## config.mk

```make
export PLATFORM = sky130hd
export DESIGN_NAME = mem_access_unit_flat
export DESIGN_NICKNAME = d
export VERILOG_FILES = /design/src/rtl/mem_access_unit_pkg.sv /design/src/rtl/mem_access_unit_if.sv /design/src/rtl/mem_access_unit_load_align.sv /design/src/rtl/mem_access_unit.sv /design/src/flat_wrapper.sv
export SDC_FILE = /design/constraint.sdc
export NUM_CORES = 1
export LEC_CHECK = 0
export CORE_MARGIN = 4
export CORE_UTILIZATION = 45
export CTS_CLUSTER_SIZE = 14
export DETAILED_ROUTE_END_ITERATION = 16
export DONT_BUFFER_PORTS = 1
export PLACE_DENSITY = 0.59
export REMOVE_ABC_BUFFERS = 1
export SKIP_CTS_REPAIR_TIMING = 1
export SYNTH_ARGS = -nofsm -noshare
export SYNTH_HDL_FRONTEND = slang
export SYNTH_SLANG_ARGS = --single-unit
```

## constraint.sdc

```tcl
create_clock -name clk -period 4.1 [get_ports clk]
set_clock_uncertainty 0.2 [all_clocks]
set_input_delay 0.205 -clock clk [delete_from_list [all_inputs] [get_ports clk]]
set_output_delay 0.205 -clock clk [all_outputs]
set_load 0.02 [all_outputs]
```

## src/rtl/mem_access_unit_pkg.sv

```systemverilog
// mem_access_pkg: shared size encodings, FSM state codes and the store lane-merge helper
// for mem_access_unit. Revision 1.0.
`default_nettype none

package mem_access_pkg;

  localparam logic [1:0] SZ_BYTE = 2'b00;
  localparam logic [1:0] SZ_HALF = 2'b01;
  localparam logic [1:0] SZ_WORD = 2'b10;
  localparam logic [1:0] SZ_ILL  = 2'b11;

  localparam logic [2:0] ST_IDLE     = 3'd0;
  localparam logic [2:0] ST_RD_ISSUE = 3'd1;
  localparam logic [2:0] ST_RD_DATA  = 3'd2;
  localparam logic [2:0] ST_WR       = 3'd3;
  localparam logic [2:0] ST_ERR      = 3'd4;

  typedef struct packed {
    logic        valid;
    logic        err;
    logic [31:0] rdata;
  } resp_t;

  // Replace only the addressed byte/half lane of old_word; word size replaces everything.
  function automatic logic [31:0] merge_lanes(input logic [31:0] old_word,
                                              input logic [31:0] wdata,
                                              input logic [1:0]  size,
                                              input logic [1:0]  lane);
    logic [31:0] mask;
    logic [31:0] data;
    case (size)
      SZ_BYTE: begin
        mask = 32'h0000_00FF << {lane, 3'b000};
        data = {24'd0, wdata[7:0]} << {lane, 3'b000};
      end
      SZ_HALF: begin
        mask = 32'h0000_FFFF << {lane[1], 4'b0000};
        data = {16'd0, wdata[15:0]} << {lane[1], 4'b0000};
      end
      default: begin
        mask = 32'hFFFF_FFFF;
        data = wdata;
      end
    endcase
    return (old_word & ~mask) | (data & mask);
  endfunction

endpackage

`default_nettype wire

```

## src/rtl/mem_access_unit_if.sv

```systemverilog
// mem_access_unit_if: core-side load/store request/response bus of mem_access_unit.
// Revision 1.0.
`default_nettype none

interface mem_access_unit_if;
  logic        req_valid;
  logic        req_ready;
  logic        req_we;
  logic [1:0]  req_size;
  logic        req_signed;
  logic [31:0] req_addr;
  logic [31:0] req_wdata;
  logic        resp_valid;
  logic        resp_err;
  logic [31:0] resp_rdata;

  modport master (
    output req_valid, req_we, req_size, req_signed, req_addr, req_wdata,
    input  req_ready, resp_valid, resp_err, resp_rdata
  );

  modport slave (
    input  req_valid, req_we, req_size, req_signed, req_addr, req_wdata,
    output req_ready, resp_valid, resp_err, resp_rdata
  );
endinterface

`default_nettype wire

```

## src/rtl/mem_access_unit_load_align.sv

```systemverilog
// load_align: extracts/extends byte or half lanes of a RAM word; with ROTATE_UNALIGNED_EN
// a word access is rotated right by 8*lane (ARMv4 LDR). Revision 1.0.
`default_nettype none

module load_align
  import mem_access_pkg::*;
(
  input  logic [31:0] i_word,
  input  logic [1:0]  i_lane,
  input  logic [1:0]  i_size,
  input  logic        i_signed,
  output logic [31:0] o_data
);

  logic [7:0]  w_byte;
  logic [15:0] w_half;
  logic [31:0] w_word;

  always_comb begin
    w_byte = 8'h00;
    case (i_lane)
      2'd0:    w_byte = i_word[7:0];
      2'd1:    w_byte = i_word[15:8];
      2'd2:    w_byte = i_word[23:16];
      default: w_byte = i_word[31:24];
    endcase
    w_half = i_lane[1] ? i_word[31:16] : i_word[15:0];
`ifdef ROTATE_UNALIGNED_EN
    case (i_lane)
      2'd0:    w_word = i_word;
      2'd1:    w_word = {i_word[7:0],  i_word[31:8]};
      2'd2:    w_word = {i_word[15:0], i_word[31:16]};
      default: w_word = {i_word[23:0], i_word[31:24]};
    endcase
`else
    w_word = i_word;
`endif
    case (i_size)
      SZ_BYTE: o_data = {{24{i_signed & w_byte[7]}}, w_byte};
      SZ_HALF: o_data = {{16{i_signed & w_half[15]}}, w_half};
      default: o_data = w_word;
    endcase
  end

endmodule

`default_nettype wire

```

## src/rtl/mem_access_unit.sv

```systemverilog
// mem_access_unit: load/store front end to a single-port word RAM with sub-word RMW stores.
// Optional ROTATE_UNALIGNED_EN allows misaligned word accesses. Revision 1.0.
`default_nettype none

module mem_access_unit
  import mem_access_pkg::*;
#(
  parameter int ADDR_WIDTH = 10,
  parameter int DATA_WIDTH = 32
) (
  input  logic                  clk,
  input  logic                  rst,
  mem_access_unit_if.slave      bus,
  output logic [ADDR_WIDTH-1:0] o_ram_address,
  output logic                  o_ram_cs,
  output logic                  o_ram_we,
  output logic                  o_ram_oe,
  output logic [DATA_WIDTH-1:0] o_ram_wdata,
  input  logic [DATA_WIDTH-1:0] i_ram_rdata
);

  logic [2:0]            r_state;
  resp_t                 r_resp;
  logic                  r_we;
  logic [1:0]            r_size;
  logic                  r_signed;
  logic [ADDR_WIDTH+1:0] r_addr;
  logic [DATA_WIDTH-1:0] r_wr_word;

  logic        w_accept;
  logic        w_reject;
  logic        w_range_err;
  logic        w_half_mis;
  logic        w_word_mis;
  logic [31:0] w_load_data;

  assign bus.req_ready = (r_state == ST_IDLE) && !rst;
  assign w_accept      = bus.req_valid && bus.req_ready;

  assign w_range_err = (bus.req_addr >> (ADDR_WIDTH + 2)) != 32'd0;
  assign w_half_mis  = (bus.req_size == SZ_HALF) && bus.req_addr[0];
`ifdef ROTATE_UNALIGNED_EN
  assign w_word_mis  = 1'b0;
`else
  assign w_word_mis  = (bus.req_size == SZ_WORD) && (bus.req_addr[1:0] != 2'b00);
`endif
  assign w_reject = (bus.req_size == SZ_ILL) || w_range_err || w_half_mis || w_word_mis;

  always_ff @(posedge clk) begin
    if (rst) begin
      r_state <= ST_IDLE;
      r_resp  <= '0;
    end else begin
      r_resp <= '0;
      case (r_state)
        ST_IDLE: begin
          if (w_accept) begin
            if (w_reject)
              r_state <= ST_ERR;
            else if (bus.req_we && (bus.req_size == SZ_WORD))
              r_state <= ST_WR;
            else
              r_state <= ST_RD_ISSUE;
          end
        end
        ST_RD_ISSUE: r_state <= ST_RD_DATA;
        ST_RD_DATA: begin
          if (r_we) begin
            r_state <= ST_WR;
          end else begin
            r_state      <= ST_IDLE;
            r_resp.valid <= 1'b1;
            r_resp.rdata <= w_load_data;
          end
        end
        ST_WR: begin
          r_state      <= ST_IDLE;
          r_resp.valid <= 1'b1;
        end
        ST_ERR: begin
          r_state      <= ST_IDLE;
          r_resp.valid <= 1'b1;
          r_resp.err   <= 1'b1;
        end
        default: r_state <= ST_IDLE;
      endcase
    end
  end

  // Request fields are frozen at accept; r_wr_word later becomes the merged RMW word.
  always_ff @(posedge clk) begin
    if (w_accept) begin
      r_we      <= bus.req_we;
      r_size    <= bus.req_size;
      r_signed  <= bus.req_signed;
      r_addr    <= bus.req_addr[ADDR_WIDTH+1:0];
      r_wr_word <= bus.req_wdata;
    end else if ((r_state == ST_RD_DATA) && r_we) begin
      r_wr_word <= merge_lanes(i_ram_rdata, r_wr_word, r_size, r_addr[1:0]);
    end
  end

  load_align u_load_align (
    .i_word   (i_ram_rdata),
    .i_lane   (r_addr[1:0]),
    .i_size   (r_size),
    .i_signed (r_signed),
    .o_data   (w_load_data)
  );

  assign o_ram_cs      = !rst && ((r_state == ST_RD_ISSUE) || (r_state == ST_RD_DATA) ||
                                  (r_state == ST_WR));
  assign o_ram_oe      = !rst && ((r_state == ST_RD_ISSUE) || (r_state == ST_RD_DATA));
  assign o_ram_we      = !rst && (r_state == ST_WR);
  assign o_ram_address = r_addr[ADDR_WIDTH+1:2];
  assign o_ram_wdata   = r_wr_word;

  assign bus.resp_valid = r_resp.valid;
  assign bus.resp_err   = r_resp.err;
  assign bus.resp_rdata = r_resp.rdata;

endmodule

`default_nettype wire

```

## src/flat_wrapper.sv

```systemverilog
// flat-port wrapper written by rule: the top's interface ports become plain ports
module mem_access_unit_flat import mem_access_pkg::*;
#(
  parameter int ADDR_WIDTH = 10,
  parameter int DATA_WIDTH = 32
)
  (clk, rst, o_ram_address, o_ram_cs, o_ram_we, o_ram_oe, o_ram_wdata, i_ram_rdata, bus_req_valid, bus_req_we, bus_req_size, bus_req_signed, bus_req_addr, bus_req_wdata, bus_req_ready, bus_resp_valid, bus_resp_err, bus_resp_rdata);
  mem_access_unit_if bus_i ();
  input  logic clk;
  input  logic rst;
  output logic [ADDR_WIDTH-1:0] o_ram_address;
  output logic o_ram_cs;
  output logic o_ram_we;
  output logic o_ram_oe;
  output logic [DATA_WIDTH-1:0] o_ram_wdata;
  input  logic [DATA_WIDTH-1:0] i_ram_rdata;
  input wire logic [$bits(bus_i.req_valid)-1:0] bus_req_valid;
  input wire logic [$bits(bus_i.req_we)-1:0] bus_req_we;
  input wire logic [$bits(bus_i.req_size)-1:0] bus_req_size;
  input wire logic [$bits(bus_i.req_signed)-1:0] bus_req_signed;
  input wire logic [$bits(bus_i.req_addr)-1:0] bus_req_addr;
  input wire logic [$bits(bus_i.req_wdata)-1:0] bus_req_wdata;
  output wire logic [$bits(bus_i.req_ready)-1:0] bus_req_ready;
  output wire logic [$bits(bus_i.resp_valid)-1:0] bus_resp_valid;
  output wire logic [$bits(bus_i.resp_err)-1:0] bus_resp_err;
  output wire logic [$bits(bus_i.resp_rdata)-1:0] bus_resp_rdata;
  assign bus_i.req_valid = bus_req_valid;
  assign bus_i.req_we = bus_req_we;
  assign bus_i.req_size = bus_req_size;
  assign bus_i.req_signed = bus_req_signed;
  assign bus_i.req_addr = bus_req_addr;
  assign bus_i.req_wdata = bus_req_wdata;
  assign bus_req_ready = bus_i.req_ready;
  assign bus_resp_valid = bus_i.resp_valid;
  assign bus_resp_err = bus_i.resp_err;
  assign bus_resp_rdata = bus_i.resp_rdata;
  mem_access_unit #(.ADDR_WIDTH(ADDR_WIDTH), .DATA_WIDTH(DATA_WIDTH)) u_core (.clk(clk), .rst(rst), .bus(bus_i), .o_ram_address(o_ram_address), .o_ram_cs(o_ram_cs), .o_ram_we(o_ram_we), .o_ram_oe(o_ram_oe), .o_ram_wdata(o_ram_wdata), .i_ram_rdata(i_ram_rdata));
endmodule
```

==> results.json, run 1 <==
{
  "status": "finished with violations",
  "violations": "negative hold slack",
  "placed_cell_area_um2": 3930,
  "syn_to_final_growth_pct": 28.04,
  "hp-class": "in2reg",
  "drive_above_1_share_pct": 6.591,
  "grt_pass1_vias": 2999,
  "critPathRequiredTime_ns": 4.22,
  "p_sw_share_pct": 25.05,
  "grtUsageMet2_pct": 35.76,
  "synth.largest_area_cell": "edfxtp_1",
  "io_pins": 183,
  "rows": 33,
  "place_hpwl_um": 8319,
  "gp_congestion": 0.9252,
  "setup_tns_ns": 0,
  "synth_area_leaders": "edfxtp_1, dfxtp_1, a22oi_1, nand2_1, a21o_1",
  "synth_ff_type": "edfxtp_1",
  "fin_crit_sh_pct": 72.92,
  "regToRegSetupSlack_ns": 1.11,
  "leakage_uw": 0.001958,
  "worstMarginPinSlew_ns": 1.213,
  "antenna_found_initial": 0,
  "slew_headroom_pct": 18.22,
  "seqPwrFrac_pct": 53.0,
  "startpoint_type": "register",
  "synth_most_common_cell": "edfxtp_1",
  "synth_cell_types": 42,
  "grt-ovfl-total": 0,
  "wl_per_cell_um": 22.17,
  "fin_area_um2": 5045,
  "die_area_um2": 10320,
  "die_width_um": 101.6,
  "min_period_ns": 2.990,
  "die_y_um": 101.6,
  "clock_power_share_pct": 36.8,
  "drc": 0,
  "cts_made_buffers": 9,
  "fmax_mhz": 334.5,
  "setup_viol": 0,
  "synth_edf_count": 48,
  "clock_latency_ns": 0.36,
  "synthTopCellsByCount": "edfxtp_1, nand2_1, a22oi_1, dfxtp_1, nor2_1",
  "async_flop_share_pct": 0,
  "fin_nets": 538,
  "vias": 3296,
  "intPower_uw": 1392,
  "irDropWorstVdd_mv": 0.1590,
  "slowest_stage": "nor2_1",
  "crit_arrival_ns": 3.11,
  "drtPass1Iterations": 5,
  "cap_viol_max_count": 0,
  "clkTransAtPathRegs_ns": 0.10,
  "routed_wirelength_um": 12080,
  "busiest_layer": "met2",
  "num_antenna_cells": 0,
  "root_buffer": "clkbuf_8",
  "cpPeakStageDelay_ns": 0.82,
  "use_met1_pct": 23.34,
  "r2r_cells": 5,
  "start_util_pct": 47.01,
  "htree_levels": 3,
  "core_area_um2": 8382,
  "syn_area_um2": 3940,
  "worstHoldStart": "bus_req_addr[22]",
  "syn_inst": 370,
  "switchingPower_uw": 465.4,
  "antenna_left": 0,
  "cts_tree": "yes",
  "rsz0062_at_grt": "no",
  "p_comb_share_pct": 10.1,
  "cts_max_path_buffers": 2,
  "ys_warn_count": 0,
  "crit_type": "reg2reg",
  "grt_pass1_wl_um": 16210,
  "viasPerCell": 6.048,
  "hold_viol_final": 5,
  "drtIter0Drc": 199,
  "worst-path-buf-inv": 1,
  "cellPowerDensity_nw_per_um2": 368.2,
  "syn_area_per_cell_um2": 10.65,
  "path_delay_family": "simple AND/OR/NAND/NOR gates",
  "port_buffers": 0,
  "crit_fanout": 20,
  "cts.sinks": 85,
  "r2r-start": "u_core.r_size[1]$_DFFE_PP_",
  "crit_chain": "nand2b_1, nor2_1, a22oi_1, a21oi_1, dlygate4sd3_1",
  "grt_use_total_pct": 20.95,
  "timing.hold.ws_ns": -0.05107,
  "endpoint_kind": "register",
  "whs_path_depth": 4,
  "r2r_end": "u_core.bus.resp_rdata[3]$_SDFF_PP0_",
  "grtUsageMet3_pct": 10.06,
  "slew_violations": 0,
  "seq_area_frac_synth_pct": 55.38,
  "grt_max_degree": 38,
  "ys_ff_latch": 85,
  "synth_top_area_share_pct": 36.58,
  "hold_path_end": "u_core.r_state[0]$_SDFFE_PP0P_"
}
[kinds of logic after synthesis]
logic type	Yosys count	synth area share, %
xor gates and xnor gates	1	0.2223
buffers and inverters	40	5.525
and+or+nand+nor	102	12.80
muxes	11	3.112
DFF	85	55.38
AOI/OAI and AO/OA	131	22.96
[how the worst max path moves through the flow]
| stage | depth (start not counted) | slack (ns) | from | end |
|---|---|---|---|---|
| 6_report | 5 | 1.11 | u_core.r_size[1]$_DFFE_PP_ | u_core.bus.resp_rdata[3]$_SDFF_PP0_ |
| 5_1_grt | 5 | 0.92 | u_core.r_size[1]$_DFFE_PP_ | u_core.bus.resp_rdata[3]$_SDFF_PP0_ |
| 4_1_cts | 4 | 1.42 | u_core.r_size[1]$_DFFE_PP_ | register |
| 3_5_place_dp | 4 | 1.42 | u_core.r_size[1]$_DFFE_PP_ | register |
| 3_3_place_gp | 4 | 1.54 | u_core.r_size[1]$_DFFE_PP_ | register |
| 2_1_floorplan | 4 | 0.46 | u_core.r_state[0]$_SDFFE_PP0P_ | register |
[power groups by stage]
| stage | clock network [uW] | logic, uW | registers (uW) |
|---|---|---|---|
| 3_5_place_dp | 0 | 110 | 1010 |
| 2_1_floorplan | 0 | 82.2 | 995 |
| 3_3_place_gp | 0 | 107 | 1010 |
| 6_report | 684 | 188 | 985 |
| 5_1_grt | 722 | 205 | 989 |
| 4_1_cts | 688 | 111 | 986 |
[per-stage QoR]
step / cells / setup WS (ns) / power [uW] / util [%] / hold WS, ns
after floorplan: 333 / 0.4641 / 1077 / - / 0.07407
after CTS: 457 / 1.424 / 1785 / 49.68 / -0.3071
after detailed placement: 441 / 1.423 / 1116 / 46.89 / 0.08123
after global routing: 545 / 0.9203 / 1915 / 60.19 / -0.0005353
final: 545 / 1.110 / 1858 / 60.19 / -0.05107
after global placement: 441 / 1.539 / 1113 / 46.89 / 0.07823
[tightest hold or removal path: stages]
cell and delay (ns):
nor4_1 0.02, nand2_1 0.06, or4_1 0.11, a21boi_0 0.07
[layout make-up]
| class | count | area [um^2] |
|---|---|---|
| Sequential cell | 85 | 2182 |
| Clock buffer | 11 | 173.9 |
| Fill cell | 719 | 3337 |
| Multi-Input combinational cell | 245 | 1570 |
| Tap cell | 105 | 131.4 |
| Clock inverter | 5 | 60.06 |
| Timing Repair Buffer | 91 | 915.9 |
| Inverter | 3 | 11.26 |
[per-layer routing]
| metal | part of all wire (%) | routed length [um] |
|---|---|---|
| met1 | 36 | 4356 |
| met3 | 12 | 1423 |
| met5 | 0 | 0 |
| met4 | 1.6 | 193 |
| met2 | 51 | 6109 |
[cells in the final DEF, fill, tap and decap left out, types with 4 or more instances in the layout]
cell type / instances
a22oi_1: 37
a31oi_1: 16
a21o_1: 16
mux2i_1: 10
a21oi_1: 18
edfxtp_1: 48
nand2b_1: 5
dlygate4sd3_1: 88
dfxtp_1: 37
a21boi_0: 9
nor2_1: 26
nor3_1: 4
o211ai_1: 9
clkbuf_8: 9
nor2b_1: 9
and3_1: 4
nor4_1: 5
o41ai_2: 4
nand2_1: 38
o21ai_0: 16
(Power assumes the default switching activity.)
==> inputs of run 2 (changes only) <==
ABC_AREA = 1   (was unset)
clock period = 3 ns   (was 4.1 ns; I/O delays follow)
==> run 2 against run 1 <==
Net effect:
- the run still ends with negative hold slack left
- clock power up 15%
- fmax up 3.6%
- clock-buffer cell count unchanged
- routed wire length up 7.7%
- non-clock buffer count up 13
- cell count up 32%
- critical path depth up 4
- power up 31%
- hold slack better by 0.0090 ns
- flip-flop and latch count unchanged
==> results.json, run 2 <==
{
  "status": "finished with violations",
  "violations": "negative hold slack",
  "die_y_um": 104.4,
  "hold_viol_final": 8,
  "drc": 0,
  "crit_type": "reg2reg",
  "fin_nets": 710,
  "synth-compound-area-share_pct": 13.18,
  "final_cell_mix": "nand2_1, dlygate4sd3_1, inv_1, nor2_1, edfxtp_1",
  "syn_area_um2": 4185,
  "clock_power_share_pct": 32.2,
  "worstHoldStart": "i_ram_rdata[8]",
  "viasPerCell": 5.463,
  "startpoint_type": "register",
  "setup_viol": 0,
  "fin_crit_sh_pct": 96.18,
  "intPower_uw": 1798,
  "final_common_cell": "nand2_1",
  "placed_cell_area_um2": 4207,
  "synth_top_family_by_area": "simple AND/OR/NAND/NOR gates",
  "fill_cells": 769,
  "rows": 34,
  "htree_levels": 3,
  "irDropWorstVdd_mv": 0.2355,
  "endpoint_kind": "register",
  "ys_warn_count": 0,
  "wl_per_cell_um": 18.07,
  "async_flop_share_pct": 0,
  "fin_area_um2": 5363,
  "root_buffer": "clkbuf_8",
  "core_area_um2": 8891,
  "timing.hold.ws_ns": -0.04209,
  "synthTopCellsByCount": "nand2_1, inv_1, nor2_1",
  "place_hpwl_um": 9449,
  "critPathRequiredTime_ns": 3.03,
  "regToRegSetupSlack_ns": 0.11,
  "clock_latency_ns": 0.36,
  "hp-class": "in2reg",
  "cts_tree": "yes",
  "grt-ovfl-total": 0,
  "routed_wirelength_um": 13010,
  "power_uw": 2441,
  "cellPowerDensity_nw_per_um2": 455.2,
  "vias": 3933,
  "ys_ff_latch": 85,
  "fin_cells": 720,
  "synth.largest_area_cell": "edfxtp_1",
  "hold_path_end": "u_core.bus.resp_rdata[0]$_SDFF_PP0_",
  "p_comb_share_pct": 12.9,
  "synth_top_area_share_pct": 34.44,
  "synth_ff_type": "edfxtp_1",
  "fmax_mhz": 346.6,
  "grt_pass1_wl_um": 18060,
  "die_width_um": 104.4,
  "synth_xor_area_share_pct": 0,
  "crit_fanout": 18,
  "drive_above_1_share_pct": 7.190,
  "r2r-start": "u_core.r_size[1]$_DFFE_PP_",
  "io_pins": 183,
  "syn_to_final_growth_pct": 28.13,
  "final_util_pct": 60.32,
  "leakage_uw": 0.002359,
  "slew_violations": 0,
  "drtPass1Iterations": 5,
  "synthSimpleGateAreaFrac_pct": 24.54,
  "syn_inst": 521,
  "die_area_um2": 10910,
  "synthMuxAreaShare_pct": 0,
  "whs_path_depth": 6,
  "crit_arrival_ns": 2.91,
  "grt_use_total_pct": 21.37,
  "synth_most_common_cell": "nand2_1",
  "syn_area_per_cell_um2": 8.033,
  "worstMarginPinSlew_ns": 1.220,
  "synthAdderAreaFrac_pct": 0,
  "cts.sinks": 85,
  "cap_viol_max_count": 0,
  "synth_cell_types": 28,
  "synth_edf_count": 48,
  "clkTransAtPathRegs_ns": 0.09,
  "gp_congestion": 0.8953,
  "switchingPower_uw": 642.8,
  "num_antenna_cells": 0,
  "grt_max_degree": 42,
  "min_period_ns": 2.885,
  "r2r_cells": 9,
  "drtIter0Drc": 270,
  "cts_made_buffers": 9,
  "seqPwrFrac_pct": 54.9,
  "grt_pass1_vias": 3372,
  "start_util_pct": 47.07,
  "cts_max_path_buffers": 2,
  "synth_area_leaders": "edfxtp_1, dfxtp_1, nand2_1, inv_1, nor2_1",
  "antenna_left": 0,
  "p_sw_share_pct": 26.33,
  "place_inst": 608,
  "port_buffers": 0,
  "seq_area_frac_synth_pct": 52.14,
  "antenna_found_initial": 0,
  "slew_headroom_pct": 17.81
}
[run 2: worst max-delay path by stage]
stage / start / end / slack, ns
after floorplan: u_core.r_state[0]$_SDFFE_PP0P_ / u_core.r_state[0]$_SDFFE_PP0P_ / -0.11
after global placement: u_core.r_state[0]$_SDFFE_PP0P_ / register / 0.69
after detailed placement: u_core.r_state[1]$_SDFFE_PP0P_ / register / 0.63
after CTS: u_core.r_state[1]$_SDFFE_PP0P_ / register / 0.60
after global routing: u_core.r_size[1]$_DFFE_PP_ / register / -0.02
final: u_core.r_size[1]$_DFFE_PP_ / register / 0.11
[run 2: metal layers]
| metal | vias to the layer above | global-route usage, % | share of wire (%) | wire length (um) |
|---|---|---|---|---|
| li1 | 1889 | - | - | - |
| met1 | 1822 | 24.81 | 40 | 5197 |
| met2 | 205 | 35.61 | 49 | 6364 |
| met3 | 17 | 9.932 | 9.8 | 1280 |
| met4 | 0 | 5.508 | 1.3 | 166 |
| met5 | - | 0 | 0 | 0 |
[run 2: cells by family (layout without fill, tap and decap cells)]
kind of cell	after synthesis	after routing
simple gates	251	251
buf+inv	95	186
compound gates	90	90
flops	85	85
[run 2: through the flow]
step | hold slack [ns] | TNS [ns] | setup WS (ns)
floorplan | 0.01941 | -2.066 | -0.1094
global placement | 0.02889 | 0 | 0.6926
detailed placement | 0.02854 | 0 | 0.6264
CTS | -0.3558 | 0 | 0.5977
global route | 0.009887 | -0.02278 | -0.02278
finish | -0.04209 | 0 | 0.1146
[run 2: worst max-delay path, cell delays in order (launching register included)]
cell           delay, ns
edfxtp_1            0.53
buf_4               0.26
nor2_4              0.19
inv_2               0.10
nand2_1             0.11
inv_2               0.10
nor2_2              0.31
nand2_1             0.15
a31oi_1             0.22
dlygate4sd3_1       0.59
[run 2: layout make-up]
class | instances | area, um^2 | area share, %
Multi-Input combinational cell | 341 | 1582 | 29.49
Inverter | 66 | 247.7 | 4.620
Tap cell | 108 | 135.1 | 2.520
Clock inverter | 5 | 32.53 | 0.6066
Sequential cell | 85 | 2182 | 40.69
Timing Repair Buffer | 104 | 1021 | 19.04
Clock buffer | 11 | 162.7 | 3.033
[run 2: power groups by stage]
stage               Clock, uW  Combinational, uW  Sequential, uW
floorplan                   0                144            1360
global placement            0                193            1370
detailed placement          0                197            1370
CTS                       798                197            1340
global route              848                350            1340
finish                    787                314            1340
